**config.mk**
```make
export PLATFORM = sky130hd
export DESIGN_NAME = pe_ctrl
export DESIGN_NICKNAME = d
export VERILOG_FILES = /design/src/rtl/pe_pkg.sv /design/src/rtl/pe_ctrl_pipe.sv /design/src/rtl/pe_ctrl.sv
export SDC_FILE = /design/constraint.sdc
export NUM_CORES = 1
export LEC_CHECK = 0
export ABC_AREA = 1
export ABC_CLOCK_PERIOD_IN_PS = 7000
export CAP_MARGIN = 20
export CORE_ASPECT_RATIO = 0.8
export CORE_MARGIN = 2
export CORE_UTILIZATION = 62
export DETAILED_ROUTE_END_ITERATION = 7
export PLACE_DENSITY = 0.89
export SYNTH_ARGS = -nofsm -noshare
export SYNTH_HDL_FRONTEND = slang
export SYNTH_SLANG_ARGS = --single-unit
export TNS_END_PERCENT = 20
```
**constraint.sdc**
```tcl
create_clock -name clk -period 7 [get_ports clk]
set_input_delay 1.4 -clock clk [delete_from_list [all_inputs] [get_ports clk]]
set_output_delay 1.4 -clock clk [all_outputs]
set_load 0.05 [all_outputs]
```
**src/rtl/pe_pkg.sv**
```systemverilog
// Shared types and constants for the 5x5 convolution PE sequencer.
package pe_pkg;

    localparam int KNL_SIZE    = 25;
    localparam int KNL_MAXNUM  = 16;
    localparam int PE_PIPE_LAT = 2;

    typedef enum logic [2:0] {
        ST_IDLE,
        ST_LD_KNL,
        ST_LD_IFMAP,
        ST_COMPUTE,
        ST_DRAIN,
        ST_DONE
    } pe_state_t;

    // Kernel counts above the PE capacity are silently limited to the capacity.
    function automatic logic [5:0] clamp_knls(input logic [5:0] req, input int max_knls);
        return (int'(req) > max_knls) ? 6'(max_knls) : req;
    endfunction

endpackage

```
**src/rtl/pe_ctrl_pipe.sv**
```systemverilog
// Two-stage delay line matching the PE kernel-address and MAC registers;
// stage 1 drives the psum read, stage 2 flags the finished result.
module pe_ctrl_pipe (
    input  logic       clk,
    input  logic       srst,
    input  logic       issue_valid,
    input  logic [4:0] issue_chnl,
    input  logic       disable_acc,
    output logic       psum_rd,
    output logic       out_valid,
    output logic [4:0] out_chnl
);

    logic       s1_valid;
    logic [4:0] s1_chnl;

    always_ff @(posedge clk) begin
        if (srst) begin
            s1_valid  <= 1'b0;
            s1_chnl   <= '0;
            out_valid <= 1'b0;
            out_chnl  <= '0;
        end else begin
            s1_valid  <= issue_valid;
            s1_chnl   <= issue_chnl;
            out_valid <= s1_valid;
            out_chnl  <= s1_chnl;
        end
    end

    // s1_chnl is the psum address the top presents alongside psum_rd.
    assign psum_rd = s1_valid && !disable_acc;

endmodule

```
**src/rtl/pe_ctrl.sv**
```systemverilog
// Sequencer for the 5x5 convolution PE: loads kernels, streams ifmap windows, issues channels.
// Define PE_CTRL_PERF_EN to add the perf_busy_cyc / perf_stall_cyc counters.
module pe_ctrl #(
    parameter int KNL_SIZE   = pe_pkg::KNL_SIZE,
    parameter int KNL_MAXNUM = pe_pkg::KNL_MAXNUM,
    parameter int WIN_WIDTH  = 16
) (
    input  logic                 clk,
    input  logic                 srst,
    input  logic                 start,
    input  logic [5:0]           cfg_num_knls,
    input  logic [WIN_WIDTH-1:0] cfg_num_win,
    input  logic                 cfg_first_ichnl,
    input  logic                 in_valid,
    output logic                 in_ready,
    output logic                 en_ld_knl,
    output logic                 en_ld_ifmap,
    output logic                 disable_acc,
    output logic [5:0]           num_knls,
    output logic [4:0]           cnt_ofmap_chnl,
    output logic                 psum_rd,
    output logic                 out_valid,
    output logic [4:0]           out_chnl,
    output logic                 busy,
    output logic                 done
`ifdef PE_CTRL_PERF_EN
    ,
    output logic [31:0]          perf_busy_cyc,
    output logic [31:0]          perf_stall_cyc
`endif
);

    import pe_pkg::*;

    localparam logic [WIN_WIDTH-1:0] WIN_ONE = 1;

    pe_state_t            state;
    pe_state_t            state_next;
    logic [8:0]           word_cnt;
    logic [8:0]           knl_words;
    logic [WIN_WIDTH-1:0] win_cnt;
    logic [WIN_WIDTH-1:0] num_win;
    logic [1:0]           drain_cnt;
    logic                 issue_valid;

    assign knl_words = 9'(int'(num_knls) * KNL_SIZE);
    assign busy      = (state != ST_IDLE);

    always_comb begin
        state_next  = state;
        in_ready    = 1'b0;
        en_ld_knl   = 1'b0;
        en_ld_ifmap = 1'b0;
        issue_valid = 1'b0;
        case (state)
            ST_IDLE: begin
                if (start) begin
                    state_next = (cfg_num_knls == '0 || cfg_num_win == '0) ? ST_DONE : ST_LD_KNL;
                end
            end
            ST_LD_KNL: begin
                in_ready  = 1'b1;
                en_ld_knl = in_valid;
                if (in_valid && word_cnt == knl_words - 9'd1) begin
                    state_next = ST_LD_IFMAP;
                end
            end
            ST_LD_IFMAP: begin
                in_ready    = 1'b1;
                en_ld_ifmap = in_valid;
                if (in_valid && word_cnt == 9'(KNL_SIZE - 1)) begin
                    state_next = ST_COMPUTE;
                end
            end
            ST_COMPUTE: begin
                issue_valid = 1'b1;
                if ({1'b0, cnt_ofmap_chnl} == num_knls - 6'd1) begin
                    state_next = ST_DRAIN;
                end
            end
            // Re-entering LD_IFMAP only after the drain keeps the window intact for the last psum.
            ST_DRAIN: begin
                if (drain_cnt == 2'(PE_PIPE_LAT - 1)) begin
                    state_next = (win_cnt == num_win - WIN_ONE) ? ST_DONE : ST_LD_IFMAP;
                end
            end
            ST_DONE: begin
                state_next = ST_IDLE;
            end
            default: begin
                state_next = ST_IDLE;
            end
        endcase
    end

    always_ff @(posedge clk) begin
        if (srst) begin
            state          <= ST_IDLE;
            done           <= 1'b0;
            word_cnt       <= '0;
            cnt_ofmap_chnl <= '0;
            win_cnt        <= '0;
            drain_cnt      <= '0;
            num_knls       <= '0;
            num_win        <= '0;
            disable_acc    <= 1'b0;
        end else begin
            state <= state_next;
            done  <= (state == ST_DONE);
            case (state)
                ST_IDLE: begin
                    if (start) begin
                        num_knls       <= clamp_knls(cfg_num_knls, KNL_MAXNUM);
                        num_win        <= cfg_num_win;
                        disable_acc    <= cfg_first_ichnl;
                        word_cnt       <= '0;
                        cnt_ofmap_chnl <= '0;
                        win_cnt        <= '0;
                        drain_cnt      <= '0;
                    end
                end
                ST_LD_KNL, ST_LD_IFMAP: begin
                    if (in_valid) begin
                        word_cnt <= (state_next != state) ? 9'd0 : word_cnt + 9'd1;
                    end
                end
                ST_COMPUTE: begin
                    cnt_ofmap_chnl <= (state_next != state) ? 5'd0 : cnt_ofmap_chnl + 5'd1;
                end
                ST_DRAIN: begin
                    if (state_next != state) begin
                        drain_cnt <= '0;
                        win_cnt   <= win_cnt + WIN_ONE;
                    end else begin
                        drain_cnt <= drain_cnt + 2'd1;
                    end
                end
                default: begin
                end
            endcase
        end
    end

    pe_ctrl_pipe u_pipe (
        .clk         (clk),
        .srst        (srst),
        .issue_valid (issue_valid),
        .issue_chnl  (cnt_ofmap_chnl),
        .disable_acc (disable_acc),
        .psum_rd     (psum_rd),
        .out_valid   (out_valid),
        .out_chnl    (out_chnl)
    );

`ifdef PE_CTRL_PERF_EN
    // Counters restart only on an accepted start and stick at all-ones.
    always_ff @(posedge clk) begin
        if (srst) begin
            perf_busy_cyc  <= '0;
            perf_stall_cyc <= '0;
        end else if (state == ST_IDLE && start) begin
            perf_busy_cyc  <= '0;
            perf_stall_cyc <= '0;
        end else begin
            if (state != ST_IDLE && perf_busy_cyc != '1) begin
                perf_busy_cyc <= perf_busy_cyc + 32'd1;
            end
            if (in_ready && !in_valid && perf_stall_cyc != '1) begin
                perf_stall_cyc <= perf_stall_cyc + 32'd1;
            end
        end
    end
`endif

endmodule

```
==> impl_metrics.py <==
metrics = {
    "timing": {
        "timing.slew.headroom": 0.386,
        "clock_skew_ns": 0.0176,
        "finalSetupViolations": 0,
        "final-hold-violation-count": 0,
        "max_freq_mhz": 229,
        "finalSetupTns_ns": 0,
        "fin_crit_sh": 0.625,
        "slew_viol_final": 0,
        "holdWs_ns": 0.404,
        "tightest_slew_ns": 0.921,
        "rsz0062_at_grt": "no",
        "min_period_ns": 4.37,
    },
    "yosys": {
        "synth-seq-cells": 71,
        "muxShareOfSynthArea": 0,
        "synth-xor-area-share": 0.0709,
        "synth_cells": 747,
        "yosys_warnings": 0,
        "yosysSeqAreaShare": 0.295,
        "syn_nets": 803,
        "synth-compound-area-share": 0.100,
        "synthAdderAreaFrac": 0.0769,
        "synth_cell_types": 39,
        "yosys.area_share.simple": 0.362,
        "synth_top_family_by_area": "simple AND/OR/NAND/NOR gates",
        "avgSynthCellArea_sq_um": 6.45,
        "synthesis.area_sq_um": 4810,
    },
    "finish": {
        "final.fill_count": 601,
        "antenna_cells": 0,
        "fin_nets": 846,
        "area_growth_pct": 15.5,
        "drive_gt1_frac": 0.0491,
        "post-route-util": 0.745,
    },
    "global_route": {
        "antenna_found_initial": 0,
        "grt_pass1_vias": 4627,
        "grtUsageTotal": 0.318,
        "grt_max_degree": 51,
        "grt_pass1_wl_mm": 21.7,
        "grt-ovfl-total": 0,
    },
    "routing": {
        "drtIter0Drc": 467,
        "drt_first_pass_iters": 8,
        "drt_wl_total_mm": 13.1,
        "antenna_left": 0,
        "drc": 0,
        "wire_per_inst_microns": 14.5,
        "vias": 5086,
        "viasPerCell": 5.65,
    },
    "pwr": {
        "p_per_area_nw_per_um2": 183,
        "power_uw": 1020,
        "ir_drop_mv": 0.106,
        "power.static_leakage_uw": 0.00229,
    },
    "cts": {
        "clock_sinks": 71,
        "numCtsBuffers": 9,
        "postCtsHoldBufs": 0,
        "cts_tree": "done",
        "cts-resized-gates": 0,
        "cts_buffer_depth": 2,
        "clk_pin_slew_ns": 0.08,
        "post_cts_buffers": 0,
        "clockRootBuffer": "clkbuf_8",
        "h-tree-depth": 3,
        "clk_latency_ns": 0.37,
    },
    "worst_setup_path": {
        "required_ns": 5.60,
        "crit_arrival_ns": 2.97,
        "cp-start-kind": "input port",
        "worstSetupPathType": "input port to primary output",
        "critPathMaxFanout": 3,
        "rr_worst_depth": 22,
        "end_kind": "primary output",
    },
    "run_status": {
        "outcome": "finished, final reports clean",
    },
    "placed_design": {
        "port_buffers": 50,
        "gp_congestion": 0.976,
        "dpl.hpwl_mm": 9.72,
    },
    "worst_hold_path": {
        "hold_depth": 2,
        "hold_path.class": "flip-flop to flip-flop",
    },
    "floorplanning": {
        "ios": 51,
        "start_util": 0.645,
        "fp-row-count": 28,
        "core_sq_um": 7460,
        "dieArea_sq_um": 8490,
        "fp.dieH_microns": 82.8,
        "die_w_microns": 103,
    },
    "job": {
        "drv_cap": 0,
    },
}
where the power goes:
part / internal, uW / switching [uW] / total (uW)
logic: 85.5 / 162 / 247
registers: 414 / 12.0 / 426
clock network: 169 / 176 / 345
total: 668 / 350 / 1020
cells in the mapped netlist:
cell      count  share of area
a21oi_1      54          0.056
a21oi_2       1         0.0018
a21oi_4       1         0.0034
a31oi_1       1         0.0013
and2_1        1         0.0013
buf_1         2         0.0016
buf_2         3         0.0031
buf_4         1         0.0016
buf_6         1         0.0023
clkbuf_1      9         0.0070
clkbuf_2      3         0.0031
clkinv_1      1        0.00078
dfxtp_1      71           0.30
fa_1          1         0.0042
ha_1         28          0.073
inv_1        92          0.072
inv_2         5         0.0039
nand2_1     197           0.15
nand2_2       3         0.0039
nand2_4       2         0.0047
nand3_1      54          0.056
nand3_2       2         0.0042
nand3b_1      5         0.0078
nand4_1      16          0.021
nor2_1       88          0.069
nor2_2        4         0.0052
nor2_4        1         0.0023
nor3_1       12          0.012
nor3_2        1         0.0021
nor3b_1       2         0.0031
nor4_1       10          0.013
o21ai_0      28          0.029
o21bai_1      1         0.0016
o22ai_1       4         0.0052
o31ai_1       1         0.0016
or2_1         1         0.0013
or2_2         1         0.0013
xnor2_1      13          0.024
xor2_1       26          0.047
critical path, stage by stage:
cell	delay (ns)
clkdlybuf4s50_1	0.54
inv_1	0.07
nor2_1	0.14
clkdlybuf4s50_1	0.82
flip-flops by register name, indices dropped and copies added (netlist names), 2 cells and up:
signal	cells
u_pipe.s1_chnl	5
drain_cnt	2
u_pipe.out_chnl	5
win_cnt	16
num_win	16
word_cnt	9
state	3
cnt_ofmap_chnl	5
num_knls	6
per-stage QoR:
step	cell area [sq um]	worst slack, ns	std cells
global route	5560	2.43	900
detailed placement	5360	2.65	884
global placement	5360	2.63	884
floorplan	4810	3.14	747
CTS	5560	2.63	900
finish	5560	2.63	900
per-layer routing:
layer	vias to the layer above	track usage	wire length (microns)
met3	21	0.0631	1310
met2	264	0.475	5720
met4	0	0.0861	208
met5	-	0	0
li1	2488	-	-
met1	2313	0.465	5840
cell type report:
cell class                 count  area [sq um]  share of cell area
clock buffer                   9           124              0.0223
clock inverter                 7          77.6              0.0140
inverter                      98           368              0.0662
multi-input combinational    559          2940               0.528
sequential                    71          1420               0.256
tap                          105           131              0.0236
timing repair buffer          51           503              0.0905
placed cells by master (no fill, tap or decap), types with 2 or more instances in the layout:
cell type          n
ha_1              28
inv_1             92
xor2_1            26
nor2_2             4
nand2_4            2
nor4_1            10
clkbuf_8           9
nand2_1          197
xnor2_1           13
nand4_1           16
inv_6              4
nor2_1            88
o22ai_1            4
inv_2              5
nor3_1            12
nand3b_1           5
nand2_2            3
nand3_2            2
nor3b_1            2
dfxtp_1           71
clkdlybuf4s50_1   49
nand3_1           54
o21ai_0           28
a21oi_1           54
cell families after synthesis:
group	count (synthesis)
AO/OA/AOI/OAI	91
XOR/XNOR	39
adder cells (fa/ha/maj)	29
buffers and inverters	117
flip-flops	71
AND/OR/NAND/NOR	400
final timing paths:
| kind | slack [ns] | end | from |
|---|---|---|---|
| setup / recovery | 2.63 | en_ld_ifmap | in_valid |
| hold / removal | 0.40 | u_pipe.out_chnl[2] | u_pipe.s1_chnl[2] |
| setup reg to reg | 2.72 | word_cnt[8] | num_knls[2] |
| hold reg to reg | 0.40 | u_pipe.out_chnl[2] | u_pipe.s1_chnl[2] |
(Power assumes the default switching activity.)
